File: src/rtl/ebi_pkg.sv
// ebi_pkg
//   Shared types and constants for the EBI initiator.
//   ebi_state_t : bus-cycle FSM states
//   ebi_cnt_t   : 8-bit phase down-counter
//   EBI_AW/DW   : address / data widths
//   *_IDLE      : inactive levels of the bus control strobes
//   phase_load(): converts a phase length parameter into a counter reload value.
//                 Lengths below 1 are treated as 1.
package ebi_pkg;

  typedef enum logic [2:0] {
    ST_IDLE    = 3'd0,
    ST_ADDR    = 3'd1,
    ST_ALATCH  = 3'd2,
    ST_DSETUP  = 3'd3,
    ST_STROBE  = 3'd4,
    ST_DHOLD   = 3'd5
  } ebi_state_t;

  typedef logic [7:0] ebi_cnt_t;

  localparam int EBI_AW = 16;
  localparam int EBI_DW = 16;

  localparam logic CS_IDLE  = 1'b1;
  localparam logic WE_IDLE  = 1'b1;
  localparam logic RE_IDLE  = 1'b1;
  localparam logic ALE_IDLE = 1'b0;

  // The counter counts down to zero, so a phase of N cycles reloads with N-1.
  function automatic ebi_cnt_t phase_load(input int len);
    int clamped;
    clamped = (len < 1) ? 1 : ((len > 256) ? 256 : len);
    return ebi_cnt_t'(clamped - 1);
  endfunction

endpackage

File: src/rtl/ebi_master.sv
// ebi_master
//   EBI bus initiator: turns a valid/ready request stream into multiplexed
//   ALE / CS / WE / RE bus cycles on a 16-bit AD bus.
//
// Configuration macro: EBI_MASTER_READ_EN
//   defined   - read transactions (req_we = 0) drive RE and return rsp_data.
//   undefined - every request is a write; EBI_RE = 1, rsp_valid/rsp_data = 0.
//
// Ports
//   clk, reset           : clock, synchronous active-high reset
//   req_valid/req_ready  : request handshake
//   req_we/addr/data     : request contents, captured on acceptance
//   rsp_valid/rsp_data   : one-cycle read response
//   busy                 : high whenever the FSM is not idle
//   EBI_AD_O/OE/I        : AD bus output, drive enable, input
//   EBI_ALE              : address latch enable (active-high)
//   EBI_CS/WE/RE         : bus strobes (active-low)
//
// Handshake: a request is accepted on any rising edge where req_valid and
// req_ready are both high. req_ready is high only in IDLE and outside reset.
// The request fields are sampled on that edge and may change afterwards.
//
// Every output except req_ready is registered. The next output values are
// decoded from the next state, so each phase's levels appear on the first
// cycle of that phase.
module ebi_master
  import ebi_pkg::*;
#(
  parameter int ADDR_SETUP = 2,
  parameter int ADDR_HOLD  = 1,
  parameter int WR_SETUP   = 1,
  parameter int WR_STROBE  = 3,
  parameter int WR_HOLD    = 1
) (
  input  logic              clk,
  input  logic              reset,
  input  logic              req_valid,
  output logic              req_ready,
  input  logic              req_we,
  input  logic [EBI_AW-1:0] req_addr,
  input  logic [EBI_DW-1:0] req_data,
  output logic              rsp_valid,
  output logic [EBI_DW-1:0] rsp_data,
  output logic              busy,
  output logic [EBI_DW-1:0] EBI_AD_O,
  output logic              EBI_AD_OE,
  input  logic [EBI_DW-1:0] EBI_AD_I,
  output logic              EBI_ALE,
  output logic              EBI_CS,
  output logic              EBI_WE,
  output logic              EBI_RE
);

  localparam ebi_cnt_t AS_L = phase_load(ADDR_SETUP);
  localparam ebi_cnt_t AH_L = phase_load(ADDR_HOLD);
  localparam ebi_cnt_t WS_L = phase_load(WR_SETUP);
  localparam ebi_cnt_t ST_L = phase_load(WR_STROBE);
  localparam ebi_cnt_t WH_L = phase_load(WR_HOLD);

  ebi_state_t        state, state_n;
  ebi_cnt_t          cnt, cnt_n;
  logic [EBI_AW-1:0] addr_q, addr_n;
  logic [EBI_DW-1:0] data_q, data_n;
  logic              we_q, we_n;

  logic [EBI_DW-1:0] ad_o_n;
  logic              ad_oe_n, ale_n, cs_n, we_o_n, busy_n;
  logic              re_n, rsp_valid_n;
  logic [EBI_DW-1:0] rsp_data_n;

  assign req_ready = (state == ST_IDLE) && !reset;

  always_comb begin
    state_n = state;
    cnt_n   = cnt;
    addr_n  = addr_q;
    data_n  = data_q;
    we_n    = we_q;
    case (state)
      ST_IDLE: begin
        if (req_valid) begin
          state_n = ST_ADDR;
          cnt_n   = AS_L;
          addr_n  = req_addr;
          data_n  = req_data;
`ifdef EBI_MASTER_READ_EN
          we_n    = req_we;
`else
          we_n    = 1'b1;
`endif
        end
      end
      default: begin
        if (cnt != '0) begin
          cnt_n = cnt - 8'd1;
        end else begin
          case (state)
            ST_ADDR:   begin state_n = ST_ALATCH; cnt_n = AH_L; end
            ST_ALATCH: begin state_n = ST_DSETUP; cnt_n = WS_L; end
            ST_DSETUP: begin state_n = ST_STROBE; cnt_n = ST_L; end
            ST_STROBE: begin state_n = ST_DHOLD;  cnt_n = WH_L; end
            default:   begin state_n = ST_IDLE;   cnt_n = '0;   end
          endcase
        end
      end
    endcase
  end

  // Output decode from the next state. AD_O holds its last value whenever
  // the bus is not driven.
  always_comb begin
    ad_o_n      = EBI_AD_O;
    ad_oe_n     = 1'b0;
    ale_n       = ALE_IDLE;
    cs_n        = CS_IDLE;
    we_o_n      = WE_IDLE;
    re_n        = RE_IDLE;
    busy_n      = (state_n != ST_IDLE);
    rsp_valid_n = 1'b0;
    rsp_data_n  = rsp_data;
    case (state_n)
      ST_ADDR: begin
        ad_o_n  = addr_n;
        ad_oe_n = 1'b1;
        ale_n   = 1'b1;
      end
      ST_ALATCH: begin
        ad_o_n  = addr_n;
        ad_oe_n = 1'b1;
      end
      ST_DSETUP, ST_STROBE, ST_DHOLD: begin
        cs_n = 1'b0;
        if (we_n) begin
          ad_o_n  = data_n;
          ad_oe_n = 1'b1;
        end
        if (state_n == ST_STROBE) begin
          if (we_n) we_o_n = 1'b0;
          else      re_n   = 1'b0;
        end
      end
      default: ;
    endcase
    // Read data is sampled on the last STROBE cycle and presented on the
    // first DHOLD cycle.
    if (state == ST_STROBE && cnt == '0 && !we_q) begin
      rsp_valid_n = 1'b1;
      rsp_data_n  = EBI_AD_I;
    end
  end

  always_ff @(posedge clk) begin
    if (reset) begin
      state     <= ST_IDLE;
      cnt       <= '0;
      addr_q    <= '0;
      data_q    <= '0;
      we_q      <= 1'b1;
      EBI_AD_O  <= '0;
      EBI_AD_OE <= 1'b0;
      EBI_ALE   <= ALE_IDLE;
      EBI_CS    <= CS_IDLE;
      EBI_WE    <= WE_IDLE;
      busy      <= 1'b0;
    end else begin
      state     <= state_n;
      cnt       <= cnt_n;
      addr_q    <= addr_n;
      data_q    <= data_n;
      we_q      <= we_n;
      EBI_AD_O  <= ad_o_n;
      EBI_AD_OE <= ad_oe_n;
      EBI_ALE   <= ale_n;
      EBI_CS    <= cs_n;
      EBI_WE    <= we_o_n;
      busy      <= busy_n;
    end
  end

`ifdef EBI_MASTER_READ_EN
  always_ff @(posedge clk) begin
    if (reset) begin
      EBI_RE    <= RE_IDLE;
      rsp_valid <= 1'b0;
      rsp_data  <= '0;
    end else begin
      EBI_RE    <= re_n;
      rsp_valid <= rsp_valid_n;
      rsp_data  <= rsp_data_n;
    end
  end
`else
  // Write-only build: read path tied off.
  logic unused_read_path;
  assign unused_read_path = ^{EBI_AD_I, req_we, re_n, rsp_valid_n, rsp_data_n};
  assign EBI_RE    = RE_IDLE;
  assign rsp_valid = 1'b0;
  assign rsp_data  = '0;
`endif

endmodule

File: config.mk
export PLATFORM = sky130hd
export DESIGN_NAME = ebi_master
export DESIGN_NICKNAME = d
export VERILOG_FILES = /design/src/rtl/ebi_pkg.sv /design/src/rtl/ebi_master.sv
export SDC_FILE = /design/constraint.sdc
export NUM_CORES = 1
export LEC_CHECK = 0
export CORE_ASPECT_RATIO = 1.4
export CORE_UTILIZATION = 48
export CTS_BUF_LIST = sky130_fd_sc_hd__clkbuf_2
export CTS_CLUSTER_SIZE = 14
export DETAILED_ROUTE_END_ITERATION = 10
export GPL_ROUTABILITY_DRIVEN = 1
export GPL_TIMING_DRIVEN = 0
export HOLD_SLACK_MARGIN = 0.02
export PLACE_DENSITY = 0.9
export SETUP_SLACK_MARGIN = 0.3
export SYNTH_ARGS = -nofsm -noshare
export SYNTH_HDL_FRONTEND = slang
export SYNTH_SLANG_ARGS = --single-unit
File: constraint.sdc
create_clock -name clk -period 2.5 [get_ports clk]
set_input_delay 0.75 -clock clk [delete_from_list [all_inputs] [get_ports clk]]
set_output_delay 0.75 -clock clk [all_outputs]
set_load 0.02 [all_outputs]
Word level (Yosys, flattened, before mapping)
Cells that the tools add are included.
- register bits after elaboration: 65
- bits of input ports: 52
- output and inout port bits: 40
- logic and storage cells: 56
- add/subtract/negate cells: 1
- equality and inequality tests: 11
- mux-type cells: 21
- bitwise logic cells: 2
- reductions and logical operators: 10
- operator list (kind ; number):
    16-bit 2-to-1 mux ; 5
    16-bit one-hot mux with 2 select lines ; 1
    8-bit 2-to-1 mux ; 3
    3-bit by 2-bit equality test with 1-bit output, second input constant ; 4
    3-bit one-hot mux with 4 select lines ; 1
    3-bit equality test, second input constant ; 3
    3-bit 2-to-1 mux ; 3
    8-bit nonzero test ; 1
    8-bit by 1-bit subtractor with 8-bit output, second input constant ; 1
    3-bit by 1-bit equality test with 1-bit output, second input constant ; 2
    1-bit 2-to-1 mux ; 6
    3-bit OR reduction ; 2
    2-bit != test, second input constant ; 2
    3-bit logical NOT ; 1
    3-bit nonzero test ; 1
    2-bit 2-to-1 mux ; 1
    1-bit inverter ; 2
    1-bit one-hot mux with 2 select lines ; 1
    2-bit AND reduction ; 1
    2-bit nonzero test ; 1
    2-bit OR reduction ; 1
    1-bit logical AND ; 1
    1-bit logical NOT ; 1

Longest topological paths before layout
Gate-level depths: netlist (run 1).
- depth after elaboration: 8
- depth in mapped cells: 9

Worst setup path before layout (run 1)
No wires, ideal clock.
- path type: in2out
- start: in reset
- end: out req_ready
- arrival time: 1.453 ns
- data required time: 1.750 ns
- slack: 0.297 ns
- cell stages on the path: 3
- buffers on the path: 2
- cells stage by stage: clkbuf_1 > buf_1 > nor2_1
- word-level cells in the longest chain between the ends: 2
- ends and longest elaborated chain (what ; RTL line ; source):
    start, declared ; ebi_master.sv:36 ; input logic reset,
    1-bit logical NOT ; ebi_master.sv:71 ; assign req_ready = (state == ST_IDLE) && !reset;
    1-bit logical AND ; ebi_master.sv:71 ;
    end, declared ; ebi_master.sv:38 ; output logic req_ready,
Every way passes these cells.

Worst setup path in the final report (run 1)
- start: reg state[0]
- end: out req_ready
- word-level cells in the longest chain between the ends: 2
- ends and longest elaborated chain (what ; RTL line ; source):
    start, declared ; ebi_master.sv:60 ; ebi_state_t state, state_n;
    start signal, assigned ; ebi_master.sv:166 ; state <= state_n;
    3-bit logical NOT ; ebi_master.sv:71 ;
    1-bit logical AND ; ebi_master.sv:71 ;
Every way passes these cells.

==> flow_metrics.tcl, run 1 <==
set metrics [dict create \
    diodes 0 \
    ys_seq_area_share_pct 43.06 \
    slew_headroom_pct 44.86 \
    slew_violations 0 \
    fin_crit_ns 2.403 \
    drc 0 \
    grt_pass1_vias 2698 \
    yosysWarnings 0 \
    p_total_mw 4.337 \
    dpl.hpwl_microns 5450 \
    setup_tns_ns 0 \
    cellLeakagePower_nw 1.702 \
    peakVddDrop_mv 0.6498 \
    cts-root-buf "clkbuf_2" \
    clockBufferDepth 2 \
    grt.total_usage_pct 23.86 \
    timing.fmax_mhz 416.1 \
    synth-edff-count 0 \
    wirelength_microns 7935 \
    ff2ff_path_depth 9 \
    hp-class "reg -> reg" \
    final_hold_viol_count 0 \
    start_kind "flop" \
    reg2reg_slack_ns 0.42 \
    cts_tree "built" \
    worst_setup_path_end_kind "output port" \
    clk_latency_ns 0.52 \
    detail-route-antenna-nets 0 \
    cts_made_buffers 9 \
    crit_arrival_ns 1.65 \
    p_per_area_nw_per_um2 1099 \
    grt_setup_unrepaired "true" \
    num_vias 2897 \
    r2r_start "cnt[0]$_SDFFE_PP0P_" \
    netlist_area_sq_um 3022 \
    worst_pin_slew_ns 0.8195 \
    synth_top_flop_cell "dfxtp_1" \
    drtIter0Drc 210 \
    setup-violations-final 0 \
    rows 33 \
    clock_sinks 65 \
    fillers 501 \
    holdWs_ns 0.4689 \
    ys_async_sr_fraction_pct 0 \
    syn_avg_cell_area_sq_um 8.633 \
    syn_inst 350 \
    cts_max_level 3 \
    holdPathEnd "data_q[3]$_SDFF_PP0_" \
    grt_pass1_wl_microns 12440 \
    post-route-util_pct 66.39 \
    outcome "finished, final reports clean" \
    fin_skew_ns 0.03425 \
    placeableCoreArea_sq_um 5946 \
    io_buffers 56 \
    die-height_microns 95.88 \
    yosysUniqueCellTypes 48 \
    drive_above_1_share_pct 17.61 \
    grt_max_degree 13 \
    cts_hold_buf 0 \
    period_share_pct 96.14 \
    syn2layout_area_growth_pct 30.64 \
    whs_path_depth 2 \
    gp_congestion 0.8466 \
    grt_overflow_total 0 \
    worstPathRequired_ns 1.75 \
    ys_ff_latch 65 \
    avgViaCountPerCell 5.647 \
    min_from "data_q[3]$_SDFF_PP0_" \
    cts.clk_slew.worst_paths_ns 0.18 \
    criticalPathCategory "reg -> out" \
    r2r_end "EBI_AD_O[8]$_SDFFE_PP0P_" \
    critPathMaxFanout 2 \
    cap_violations 0 \
    start_util_pct 50.82 \
    die-area_sq_um 6621 \
    nets 491 \
    die_w_microns 69.06 \
    antenna_found_initial 0 \
    ios 92 \
    firstDrtPassIters 4 \
    drt-wirelength-per-cell_microns 15.47 \
]
==> metal layers <==
layer,share of wire [%],GRT usage (%)
met1,39,26.27
met2,52,43.12
met3,6.9,4.607
met4,2.4,13.44
met5,0,0
==> synth_stat cells, types with 6 or more instances <==
master | number | share of area (%)
nand3_1 | 6 | 0.99
o221ai_1 | 8 | 2.3
buf_4 | 18 | 4.5
nand2_1 | 70 | 8.7
a31oi_1 | 16 | 3.3
clkbuf_1 | 14 | 1.7
dfxtp_1 | 65 | 43
mux2i_1 | 16 | 5.3
nor2_1 | 16 | 2.0
a21oi_1 | 44 | 7.3
o21ai_0 | 11 | 1.8
o221ai_2 | 8 | 4.0
==> cell type report <==
class,instances,area (sq um),share of cell area (%)
buffer,44,342.8,8.685
clock buffer,9,45.04,1.141
clock inverter,7,71.32,1.807
inverter,6,22.52,0.5705
multi-input combinational,251,1488,37.69
sequential,65,1304,33.03
tap,70,87.58,2.219
timing repair buffer,61,586.8,14.87
==> power by group <==
part	leakage, nW	switching, mW	internal [mW]
Clock	0.0655	0.405	0.228
Sequential	0.534	0.203	1.32
Combinational	1.10	1.27	0.916
Total	1.70	1.88	2.46
==> cell families (layout without fill, tap and decap cells) <==
logic type / after synthesis / count (layout) / synth area share (%)
AND/OR/NAND/NOR: 114 / 114 / 17.72
adder cells (fa/ha/maj): 1 / 1 / 0.4140
flip-flops: 65 / 65 / 43.06
AO/OA/AOI/OAI: 102 / 102 / 22.86
multiplexers: 16 / 16 / 5.300
other: 2 / 18 / 0.2485
buffers and inverters: 50 / 127 / 10.39
==> placed cells by master, fill, tap and decap left out, drive strengths merged, types with 4 or more instances in the layout <==
master and instances:
a21oi 45, a22oi 4, a31oi 16, buf 35, clkbuf 24, clkdlybuf4s50 33, clkinv 5, conb 18
dfxtp 65, dlygate4sd2 18, dlymetal6s2s 4, inv 5, mux2i 16, nand2 71, nand3 6, nor2 17
nor3 5, o21ai 12, o221ai 16
==> through the flow <==
step | cell area [sq um] | std cells | worst slack, ns
after floorplan | 3083 | 366 | 0.3493
after global placement | 3731 | 492 | -0.8082
after detailed placement | 3731 | 492 | -0.8077
after CTS | 3909 | 512 | 0.07526
after global routing | 3948 | 513 | 0.03734
final | 3948 | 513 | 0.09659
==> how the worst max path moves through the flow <==
stage                             start        end
floorplan                         reset  req_ready
CTS                 state[0]$_SDFF_PP0_  req_ready
detailed placement                reset  req_ready
global route        state[0]$_SDFF_PP0_  req_ready
global placement                  reset  req_ready
finish              state[0]$_SDFF_PP0_  req_ready
==> critical path, cell delays in order (launching register included) <==
cell and delay (ns):
dfxtp_2 0.35, buf_6 0.11, or3_4 0.39, buf_8 0.13
nor2_4 0.07, buf_6 0.12
==> registers in the layout, indices dropped and copies added (netlist names) <==
register / flops
data_q: 16
EBI_WE: 1
addr_q: 16
EBI_ALE: 1
EBI_AD_OE: 1
busy: 1
EBI_CS: 1
EBI_AD_O: 16
we_q: 1
cnt: 8
state: 3
==> what timing repair did <==
action / 4_1_cts / 5_1_grt
resized for setup: 41 / 15
pin swaps: 1 / 0
setup buffers: 4 / 1
setup endpoints to repair: 18 / 45
No activity file was read; power rests on OpenSTA's default activity.
==> run 2, diff against run 1 <==
==> constraint.sdc (replaced) <==
create_clock -name clk -period 2.7 [get_ports clk]
set_input_delay 0.81 -clock clk [delete_from_list [all_inputs] [get_ports clk]]
set_output_delay 0.81 -clock clk [all_outputs]
set_load 0.02 [all_outputs]
==> flow_metrics.tcl, run 2 (same netlist as run 1, synthesis figures left out) <==
set metrics [dict create \
    cts_tree "built" \
    p_sw_mw 1.684 \
    clockBufferDepth 2 \
    slew_violations 0 \
    grt.total_usage_pct 24.29 \
    io_buffers 56 \
    slew_headroom_pct 48.15 \
    p_comb_share_pct 51.0 \
    switching_share_pct 41.96 \
    worstPathRequired_ns 1.89 \
    cts-root-buf "clkbuf_2" \
    wirelength_microns 7869 \
    fillers 469 \
    post-route-util_pct 66.29 \
    grt_max_degree 12 \
    largest_registers "EBI_AD_O (16), addr_q (16), data_q (16)" \
    detail-route-antenna-nets 0 \
    dp_slack_ns -0.9346 \
    fin_skew_ns 0.03145 \
    layout_common_cells "70 x nand2_1, 63 x dfxtp_1, 53 x clkdlybuf4s50_1, 44 x a21oi_1, 23 x buf_4" \
    drt-wirelength-per-cell_microns 15.34 \
    final_common_cell "nand2_1" \
    placeableCoreArea_sq_um 5946 \
    internal_power_mw 2.329 \
    grt_overflow_total 0 \
    period_share_pct 91.07 \
    fin_ws_ns 0.2410 \
    rows 33 \
    die-height_microns 95.88 \
    diodes 0 \
    cts_made_buffers 9 \
    grt_setup_unrepaired "true" \
    dp.cells 492 \
    num_vias 2869 \
    avgViaCountPerCell 5.593 \
    outcome "finished, final reports clean" \
    die_w_microns 69.06 \
    final_hold_viol_count 0 \
    start_util_pct 50.82 \
    cap_violations 0 \
    nets 491 \
    syn2layout_area_growth_pct 30.43 \
    fin_crit_ns 2.459 \
    worst_pin_slew_ns 0.7706 \
    firstDrtPassIters 6 \
    drive_above_1_share_pct 16.70 \
    die-area_sq_um 6621 \
    gp_congestion 0.8468 \
    antenna_found_initial 0 \
    grt_pass1_vias 2757 \
    critPathMaxFanout 2 \
    cts_hold_buf 0 \
    setup_tns_ns 0 \
    timing.fmax_mhz 406.7 \
    pwr-share-clk_pct 14.0 \
    hp-class "reg -> reg" \
    drc 0 \
    ios 92 \
    cts.clk_slew.worst_paths_ns 0.18 \
    dpl.hpwl_microns 5434 \
    worst_setup_path_end_kind "output port" \
    finalNonFillerCells 513 \
    p_per_area_nw_per_um2 1018 \
    crit_arrival_ns 1.65 \
    clock_sinks 65 \
    criticalPathCategory "reg -> out" \
    start_kind "flop" \
    cts_max_level 3 \
    peakVddDrop_mv 0.4903 \
    setup-violations-final 0 \
    seqPwrFrac_pct 34.9 \
    drtIter0Drc 143 \
    grt_pass1_wl_microns 12640 \
    clk_latency_ns 0.52 \
    cellLeakagePower_nw 1.616 \
]
run 2: cell types whose count changed in the layout (fill, tap and decap cells not counted), sizes merged:
cell,previous run,this run
clkbuf,24,23
dlygate4sd2,18,1
clkdlybuf4s50,33,53
dlymetal6s2s,4,1
buf,35,37
clkinvlp,2,1
run 2: final timing paths:
kind | from | slack [ns] | endpoint | cells past startpoint
setup / recovery | state[2]$_SDFF_PP0_ | 0.24 | req_ready | 5
hold / removal | data_q[3]$_SDFF_PP0_ | 0.47 | data_q[3]$_SDFF_PP0_ | 2
setup reg to reg | cnt[0]$_SDFFE_PP0P_ | 0.62 | EBI_AD_O[4]$_SDFFE_PP0P_ | 9
hold reg to reg | data_q[3]$_SDFF_PP0_ | 0.47 | data_q[3]$_SDFF_PP0_ | 2
run 2: routing by layer:
layer  vias up  wire (microns)  GRT usage (%)  part of all wire (%)
met2       108            4017          43.77                    51
met4         0             341          17.69                   4.3
met3        29             497          4.817                   6.3
li1       1383               -              -                     -
met1      1349            3013          25.24                    38
met5         -               0              0                     0
run 2: layout make-up:
| cell class | count | area, sq um | area share [%] |
|---|---|---|---|
| clock inverter | 6 | 58.81 | 1.492 |
| buffer | 44 | 339.1 | 8.603 |
| clock buffer | 10 | 50.05 | 1.270 |
| sequential | 65 | 1304 | 33.08 |
| inverter | 6 | 22.52 | 0.5714 |
| tap | 70 | 87.58 | 2.222 |
| timing repair buffer | 61 | 600.6 | 15.24 |
| multi-input combinational | 251 | 1479 | 37.52 |
run 2: stage by stage:
step | instance area [sq um] | hold WS (ns) | power, mW
2_1_floorplan | 3082 | 0.3679 | 2.759
3_3_place_gp | 3730 | 0.4130 | 3.296
3_5_place_dp | 3730 | 0.4128 | 3.352
4_1_cts | 3923 | 0.4680 | 3.975
5_1_grt | 3941 | 0.4807 | 4.245
6_report | 3941 | 0.4688 | 4.013
run 2: worst max-delay path, cell delays in order (launching register included):
cell	delay (ns)
dfxtp_2	0.34
clkbuf_8	0.13
or3_4	0.37
buf_8	0.13
nor2_4	0.07
buf_6	0.12
run 2: what timing repair did:
action / in CTS / in global routing
pin swaps: 1 / 0
setup buffers: 4 / 1
setup endpoints to repair: 1 / 22
resized for setup: 25 / 7
run 2: power by group through the flow:
| stage | combinational (mW) | clock (mW) | sequential (mW) |
|---|---|---|---|
| floorplan | 1.24 | 0 | 1.52 |
| global placement | 1.89 | 0 | 1.40 |
| detailed placement | 1.94 | 0 | 1.42 |
| CTS | 2.01 | 0.569 | 1.40 |
| finish | 2.05 | 0.563 | 1.40 |
| global route | 2.21 | 0.602 | 1.43 |
